<file path="src/rtl/dap_alu_pkg.sv">
// rtl/dap_alu_pkg.sv - shared op encoding and width constant for dap_alu
package dap_alu_pkg;

  localparam int DAP_ALU_WIDTH = 16;

  typedef enum logic [2:0] {
    OP_ADD = 3'd0,
    OP_SUB = 3'd1,
    OP_EQ  = 3'd2,
    OP_GT  = 3'd3,
    OP_GE  = 3'd4,
    OP_LT  = 3'd5,
    OP_AND = 3'd6,
    OP_OR  = 3'd7
  } alu_op_e;

  function automatic logic is_compare(input alu_op_e op);
    return (op == OP_EQ) || (op == OP_GT) || (op == OP_GE) || (op == OP_LT);
  endfunction

endpackage

</file>
<file path="src/rtl/dap_alu_if.sv">
// rtl/dap_alu_if.sv - operand/result bundle for dap_alu; flag signals exist only with ALU_FLAGS_EN
interface dap_alu_if
  import dap_alu_pkg::*;
#(
  parameter int WIDTH = DAP_ALU_WIDTH
) ();

  logic [WIDTH-1:0] A;
  logic [WIDTH-1:0] B;
  alu_op_e          Op;
  logic             in_valid;
  logic [WIDTH-1:0] ALU_Out;
  logic             out_valid;
`ifdef ALU_FLAGS_EN
  logic             zero;
  logic             negative;
  logic             carry;
  logic             overflow;
`endif

  modport master (
    output A, B, Op, in_valid,
`ifdef ALU_FLAGS_EN
    input  zero, negative, carry, overflow,
`endif
    input  ALU_Out, out_valid
  );

  modport slave (
    input  A, B, Op, in_valid,
`ifdef ALU_FLAGS_EN
    output zero, negative, carry, overflow,
`endif
    output ALU_Out, out_valid
  );

endinterface

</file>
<file path="src/rtl/dap_alu_cmp.sv">
// rtl/dap_alu_cmp.sv - combinational unsigned comparator feeding the dap_alu result mux
module dap_alu_cmp #(
  parameter int WIDTH = 16
) (
  input  logic [WIDTH-1:0] a_i,
  input  logic [WIDTH-1:0] b_i,
  output logic             eq_o,
  output logic             gt_o,
  output logic             ge_o,
  output logic             lt_o
);

  // GE and LT are derived from the two primitive compares so all four stay consistent.
  always_comb begin
    eq_o = (a_i == b_i);
    gt_o = (a_i > b_i);
    ge_o = gt_o | eq_o;
    lt_o = ~ge_o;
  end

endmodule

</file>
<file path="src/rtl/dap_alu.sv">
// rtl/dap_alu.sv - one-cycle registered ALU (add/sub/compare/logic); status flags with ALU_FLAGS_EN
module dap_alu
  import dap_alu_pkg::*;
#(
  parameter int WIDTH = DAP_ALU_WIDTH
) (
  input  logic     clk,
  input  logic     rst_n,
  dap_alu_if.slave bus
);

  logic [WIDTH:0]   sum_ext;
  logic [WIDTH:0]   diff_ext;
  logic             cmp_eq;
  logic             cmp_gt;
  logic             cmp_ge;
  logic             cmp_lt;
  logic             cmp_sel;
  logic [WIDTH-1:0] result_d;
  logic [WIDTH-1:0] alu_out_q;
  logic             out_valid_q;

  dap_alu_cmp #(
    .WIDTH (WIDTH)
  ) u_cmp (
    .a_i  (bus.A),
    .b_i  (bus.B),
    .eq_o (cmp_eq),
    .gt_o (cmp_gt),
    .ge_o (cmp_ge),
    .lt_o (cmp_lt)
  );

  // Extra top bit captures ADD carry-out and SUB borrow for the flag path.
  always_comb begin
    sum_ext  = {1'b0, bus.A} + {1'b0, bus.B};
    diff_ext = {1'b0, bus.A} - {1'b0, bus.B};
    cmp_sel  = 1'b0;
    result_d = '0;
    case (bus.Op)
      OP_ADD:  result_d = sum_ext[WIDTH-1:0];
      OP_SUB:  result_d = diff_ext[WIDTH-1:0];
      OP_EQ:   cmp_sel  = cmp_eq;
      OP_GT:   cmp_sel  = cmp_gt;
      OP_GE:   cmp_sel  = cmp_ge;
      OP_LT:   cmp_sel  = cmp_lt;
      OP_AND:  result_d = bus.A & bus.B;
      OP_OR:   result_d = bus.A | bus.B;
      default: result_d = '0;
    endcase
    if (is_compare(bus.Op)) begin
      result_d = {{(WIDTH-1){1'b0}}, cmp_sel};
    end
  end

  always_ff @(posedge clk or negedge rst_n) begin
    if (!rst_n) begin
      alu_out_q   <= '0;
      out_valid_q <= 1'b0;
    end else begin
      out_valid_q <= bus.in_valid;
      if (bus.in_valid) begin
        alu_out_q <= result_d;
      end
    end
  end

  assign bus.ALU_Out   = alu_out_q;
  assign bus.out_valid = out_valid_q;

`ifdef ALU_FLAGS_EN
  logic carry_d;
  logic overflow_d;
  logic zero_q;
  logic negative_q;
  logic carry_q;
  logic overflow_q;

  // Signed overflow: operands effectively share a sign but the result's sign differs.
  always_comb begin
    carry_d    = 1'b0;
    overflow_d = 1'b0;
    case (bus.Op)
      OP_ADD: begin
        carry_d    = sum_ext[WIDTH];
        overflow_d = (bus.A[WIDTH-1] == bus.B[WIDTH-1]) &&
                     (sum_ext[WIDTH-1] != bus.A[WIDTH-1]);
      end
      OP_SUB: begin
        carry_d    = ~diff_ext[WIDTH];
        overflow_d = (bus.A[WIDTH-1] != bus.B[WIDTH-1]) &&
                     (diff_ext[WIDTH-1] != bus.A[WIDTH-1]);
      end
      default: begin
        carry_d    = 1'b0;
        overflow_d = 1'b0;
      end
    endcase
  end

  always_ff @(posedge clk or negedge rst_n) begin
    if (!rst_n) begin
      zero_q     <= 1'b0;
      negative_q <= 1'b0;
      carry_q    <= 1'b0;
      overflow_q <= 1'b0;
    end else if (bus.in_valid) begin
      zero_q     <= (result_d == '0);
      negative_q <= result_d[WIDTH-1];
      carry_q    <= carry_d;
      overflow_q <= overflow_d;
    end
  end

  assign bus.zero     = zero_q;
  assign bus.negative = negative_q;
  assign bus.carry    = carry_q;
  assign bus.overflow = overflow_q;
`endif

endmodule

</file>
<file path="src/flat_wrapper.sv">
// flat-port wrapper written by rule: the top's interface ports become plain ports
module dap_alu_flat import dap_alu_pkg::*;
#(
  parameter int WIDTH = DAP_ALU_WIDTH
)
  (clk, rst_n, bus_A, bus_B, bus_Op, bus_in_valid, bus_ALU_Out, bus_out_valid);
  dap_alu_if #(.WIDTH(WIDTH)) bus_i ();
  input  logic clk;
  input  logic rst_n;
  input wire logic [$bits(bus_i.A)-1:0] bus_A;
  input wire logic [$bits(bus_i.B)-1:0] bus_B;
  input wire logic [$bits(bus_i.Op)-1:0] bus_Op;
  input wire logic [$bits(bus_i.in_valid)-1:0] bus_in_valid;
  output wire logic [$bits(bus_i.ALU_Out)-1:0] bus_ALU_Out;
  output wire logic [$bits(bus_i.out_valid)-1:0] bus_out_valid;
  assign bus_i.A = bus_A;
  assign bus_i.B = bus_B;
  assign bus_i.Op = bus_Op;
  assign bus_i.in_valid = bus_in_valid;
  assign bus_ALU_Out = bus_i.ALU_Out;
  assign bus_out_valid = bus_i.out_valid;
  dap_alu #(.WIDTH(WIDTH)) u_core (.clk(clk), .rst_n(rst_n), .bus(bus_i));
endmodule
</file>
<file path="config.mk">
export PLATFORM = sky130hd
export DESIGN_NAME = dap_alu_flat
export DESIGN_NICKNAME = d
export VERILOG_FILES = /design/src/rtl/dap_alu_pkg.sv /design/src/rtl/dap_alu_if.sv /design/src/rtl/dap_alu_cmp.sv /design/src/rtl/dap_alu.sv /design/src/flat_wrapper.sv
export SDC_FILE = /design/constraint.sdc
export NUM_CORES = 1
export LEC_CHECK = 0
export BUFFER_PORTS_ARGS = -buffer_cell sky130_fd_sc_hd__buf_2
export CAP_MARGIN = 20
export CORE_MARGIN = 5
export CORE_UTILIZATION = 40
export DETAILED_ROUTE_END_ITERATION = 8
export HOLD_SLACK_MARGIN = 0.1
export SLEW_MARGIN = 20
export SYNTH_ARGS = -nofsm -noshare
export SYNTH_HDL_FRONTEND = slang
export SYNTH_SLANG_ARGS = --single-unit
</file>
<file path="constraint.sdc">
create_clock -name clk -period 2.15 [get_ports clk]
set_clock_uncertainty 0.1 [all_clocks]
set_input_delay 0.5375 -clock clk [delete_from_list [all_inputs] [get_ports clk]]
set_output_delay 0.5375 -clock clk [all_outputs]
set_load 0.03 [all_outputs]
</file>
; After elaboration in Yosys (flattened, before gate mapping)
; Index checks and enable logic that the tools add are counted.
[totals]
regBits = 17
elab_cells = 24
in_bits = 38
output_inout_bits = 17
[classes]
bitwise = 4
n_mux = 3
add_sub_neg = 2
eq_ne = 8
order_cmp = 1
reduce_logical = 4
[ops]
columns = cell, count
row1 = 16-bit case mux with 4 select lines, 1
row2 = 16-bit adder, 1
row3 = 16-bit bitwise AND, 1
row4 = 16-bit == test, 1
row5 = 16-bit > comparator, 1
row6 = 16-bit two-way mux, 1
row7 = 16-bit OR, 1
row8 = 16-bit subtractor, 1
row9 = "3-bit == test, second input constant", 4
row10 = "3-bit by 2-bit == test with 1-bit output, second input constant", 2
row11 = 1-bit case mux with 4 select lines, 1
row12 = "3-bit by 1-bit == test with 1-bit output, second input constant", 1
row13 = 3-bit zero test, 1
row14 = 1-bit logical OR, 3
row15 = 1-bit inverter, 1
row16 = 1-bit OR, 1

; Longest topological paths before layout
[logic_depth]
depth_word = 5
mapped_depth = 10
mapped_depth_nobuf = 10

; Modules after synthesis
; A second synthesis with hierarchy kept.
[unflattened]
hier_cells = 306
hier_area_um2 = 2473.6
[by_module_without_submodules]
columns = module, instances, cells_per_inst, seq_area_each_um2, area_each_um2
row1 = dap_alu, 1, 246, 425.4, 2040.7
row2 = dap_alu_cmp, 1, 60, 0.0, 432.9

; Least setup slack after synthesis
; No wires, ideal clock.
[synth_path]
kind = in2reg
startpoint = in bus_B[0]
endpoint = reg u_core.alu_out_q[14], in the netlist u_core.bus.ALU_Out[14]
required_time_ps = 1963
n_path_buf = 0
path_stages = 10
path_slack_ps = -593
arrival_time_ps = 2556
setup_ps = 87
cell_sequence = ha_1 > inv_1 > fa_1 > and2b_1 > nor3_1 > o31a_1 > nor3b_2 > o32ai_1 > or4_1 > a22oi_1
[synth_via]
elab_chain_len = 3
elab_cells_between_ends = 4
classes_between = 2 x add/sub / 2 x mux
[synth_lines]
columns = element, line_no
row1 = "start, declared", flat_wrapper.sv:11  ; input wire logic [$bits(bus_i.B)-1:0] bus_B;
row2 = 16-bit subtractor or 16-bit adder (tied branches), "dap_alu.sv:37, dap_alu.sv:36"
row3 = 16-bit case mux with 4 select lines (*), dap_alu.sv:40  ; case (bus.Op)
row4 = 16-bit two-way mux (*), dap_alu.sv:51  ; if (is_compare(bus.Op)) begin
row5 = "end signal, assigned", dap_alu.sv:63  ; alu_out_q <= result_d;
row6 = "end, declared", dap_alu.sv:20  ; logic [WIDTH-1:0] alu_out_q;
; Every way passes the cells marked *; elsewhere a longest branch is shown, timed or not.
; A chain may end at the register's enable or synchronous reset.

; Final worst setup path
; Same ends and word-level chain as after synthesis.

==> results_dict.tcl <==
set metrics [dict create \
    clkTransAtPathRegs_ns 0.07 \
    power.total_w 0.001850 \
    cts_tree "done" \
    postSynthCellCount 413 \
    grt_max_degree 19 \
    hold_buffers 0 \
    worstPathRequired_ns 2.22 \
    ff2ff_path_depth 4 \
    layout-drive-gt1-share 0.4421 \
    worstPathMaxFanout 2 \
    worst_slack_ns -0.4013 \
    rsz0062_at_grt "yes" \
    drtIter0Drc 185 \
    root_buffer "clkbuf_8" \
    yosysMostFrequentCell "ha_1" \
    cts_made_buffers 3 \
    synth-main-ff-cell "dfrtp_1" \
    worst_slew_pin_slew_ns 0.5281 \
    final_max_slew_viol_count 0 \
    gp_congestion 1.005 \
    dpl.hpwl_mm 8.486 \
    max-clock-path-buffers 2 \
    clock_latency_ns 0.25 \
    cts_htree_levels 1 \
    yosys-top-cells-area "ha_1, dfrtp_1, inv_1, a21oi_1, nor2_1" \
    io_buffers 54 \
    synth_seq_cells 17 \
    worst_setup_path_end_kind "flop" \
    clock_sinks 17 \
    rows 32 \
    critPathKind "in -> reg" \
    fin_util 0.6339 \
    die_y_um 99.52 \
    ant_nets 0 \
    pre_cts_slack_ns -0.7370 \
    drv_cap 0 \
    hold_class "in -> async" \
    clock.fmax_mhz 392.0 \
    ys_warn_count 0 \
    yosys.area.top_type_share 0.2264 \
    crit_slowest_cell "or4_1" \
    worstPathCellList "buf_8 -> ha_4 -> inv_2 -> fa_2 -> and2b_2 -> nor3_2 -> o31a_1 -> nor3b_2 -> o32ai_2 -> or4_1 -> a22oi_1" \
    netlist_top_cells_count "ha_1, inv_1, nor2_1, a21oi_1, o21ai_0" \
    vias 3571 \
    yosysUniqueCellTypes 76 \
    slowest_delay_ns 0.40 \
    tns_ns -3.434 \
    syn-num-nets 511 \
    fin_crit_ns 2.551 \
    synth_edf_count 0 \
    fillers 717 \
    grt.overflow.total 0 \
    status "finished, violations left" \
    ys_seq_area_frac 0.1327 \
    antenna_found_initial 0 \
    async_flop_share 1.000 \
    area_delta_synth_final_pct 53.59 \
    synth.cell_area_um2 3206 \
    cp.arrival_ns 2.62 \
    grt_pass1_wl_mm 16.72 \
    pin_count 55 \
    power_density_nw_per_um2 375.8 \
    violations "setup timing" \
    finalHoldViolations 0 \
    wl_per_cell_um 15.08 \
    drt_wl_total_mm 10.27 \
    grt_use_total 0.2027 \
    cp-start-kind "primary input" \
    diodes 0 \
    vdd_drop_max_uv 223.0 \
    core-area_um2 7767 \
    grt_pass1_vias 3421 \
    setup_viol 11 \
    slew_headroom 0.6442 \
    final_nets 678 \
    syn_avg_cell_area_um2 7.762 \
    die_w_um 99.52 \
    vias_per_cell 5.244 \
    dieArea_um2 9904 \
    start_util 0.4127 \
    p_leak_nw 2.364 \
    firstDrtPassIters 4 \
    synth_top_area_cell "ha_1" \
    drc 0 \
    period_share 1.187 \
]
==> layout by cell type (no fill, tap or decap), types with 8 or more instances in the layout <==
cell	instances
xnor2_1	8
dfrtp_1	17
buf_2	50
ha_1	44
buf_4	119
o21ai_0	22
inv_1	36
inv_2	12
nand2_1	21
nor2_1	42
a21oi_1	29
a211oi_1	12
ha_4	14
==> per-stage QoR <==
stage | hold slack (ns) | instances | instance area (µm²)
6_report | 0.1082 | 681 | 4923
5_1_grt | 0.1525 | 681 | 4923
3_3_place_gp | 0.3903 | 665 | 4488
4_1_cts | 0.1192 | 676 | 4797
2_1_floorplan | 0.1419 | 413 | 3377
3_5_place_dp | 0.3960 | 665 | 4488
==> repair_timing <==
| item | in CTS | in global routing |
|---|---|---|
| setup endpoints to repair | 12 | 13 |
| pin swaps | 22 | 34 |
| setup buffers | 8 | 5 |
| resized for setup | 46 | 20 |
==> registers in the layout, summed over array words and instances, names as in the netlist <==
name	flops
u_core.bus.out_valid	1
u_core.bus.ALU_Out	16
==> logic make-up (layout without fill, tap and decap cells) <==
group / Yosys count / after routing / share of synthesized area
DFF: 17 / 17 / 0.1327
adders and majority gates: 60 / 60 / 0.2389
buffers and inverters: 72 / 238 / 0.1093
and+or+nand+nor: 116 / 116 / 0.1897
xor gates and xnor gates: 11 / 11 / 0.03006
AOI/OAI and AO/OA: 130 / 130 / 0.2775
muxes: 7 / 7 / 0.02186
==> path summary, 6_finish.rpt <==
path | from | end | slack, ns
min | rst_n | u_core.bus.ALU_Out[3]$_DFFE_PN0P_ | 0.11
max reg2reg | u_core.bus.ALU_Out[7]$_DFFE_PN0P_ | u_core.bus.ALU_Out[7]$_DFFE_PN0P_ | 0.73
min in group clk | u_core.bus.ALU_Out[11]$_DFFE_PN0P_ | u_core.bus.ALU_Out[11]$_DFFE_PN0P_ | 0.41
max in group asynchronous | rst_n | u_core.bus.ALU_Out[9]$_DFFE_PN0P_ | 1.54
min reg2reg | u_core.bus.ALU_Out[11]$_DFFE_PN0P_ | u_core.bus.ALU_Out[11]$_DFFE_PN0P_ | 0.41
max | bus_B[0] | u_core.bus.ALU_Out[14]$_DFFE_PN0P_ | -0.40
==> critical path: cells and delay by family <==
family	cells	cell delay, ns
buffers and inverters	2	0.11
and+or+nand+nor	4	0.95
adders and majority gates	2	0.47
AOI/OAI and AO/OA	3	0.55
==> where the power goes <==
group	switching, W	leakage, nW	total [W]	internal, W
clock	0.000122	0.0255	0.000250	0.000129
sequential	0.0000256	0.207	0.000389	0.000363
combinational	0.000640	2.13	0.00121	0.000570
total	0.000788	2.36	0.00185	0.00106
==> metal layers <==
layer,share of wire,wire length (µm),GRT usage
met4,0.0057,59,0.04097
met3,0.045,462,0.01403
met2,0.46,4774,0.3290
met1,0.48,4973,0.2957
met5,0,0,0
==> layout make-up <==
| class | instances | area [µm²] | area share |
|---|---|---|---|
| clock inverters | 1 | 5.005 | 0.001017 |
| well taps | 102 | 127.6 | 0.02592 |
| repair buffers | 182 | 1331 | 0.2704 |
| flip-flops and latches | 17 | 425.4 | 0.08640 |
| clock buffers | 3 | 41.29 | 0.008386 |
| multi-input cells | 324 | 2773 | 0.5632 |
| inverters | 52 | 220.2 | 0.04473 |
(Power assumes the default switching activity.)
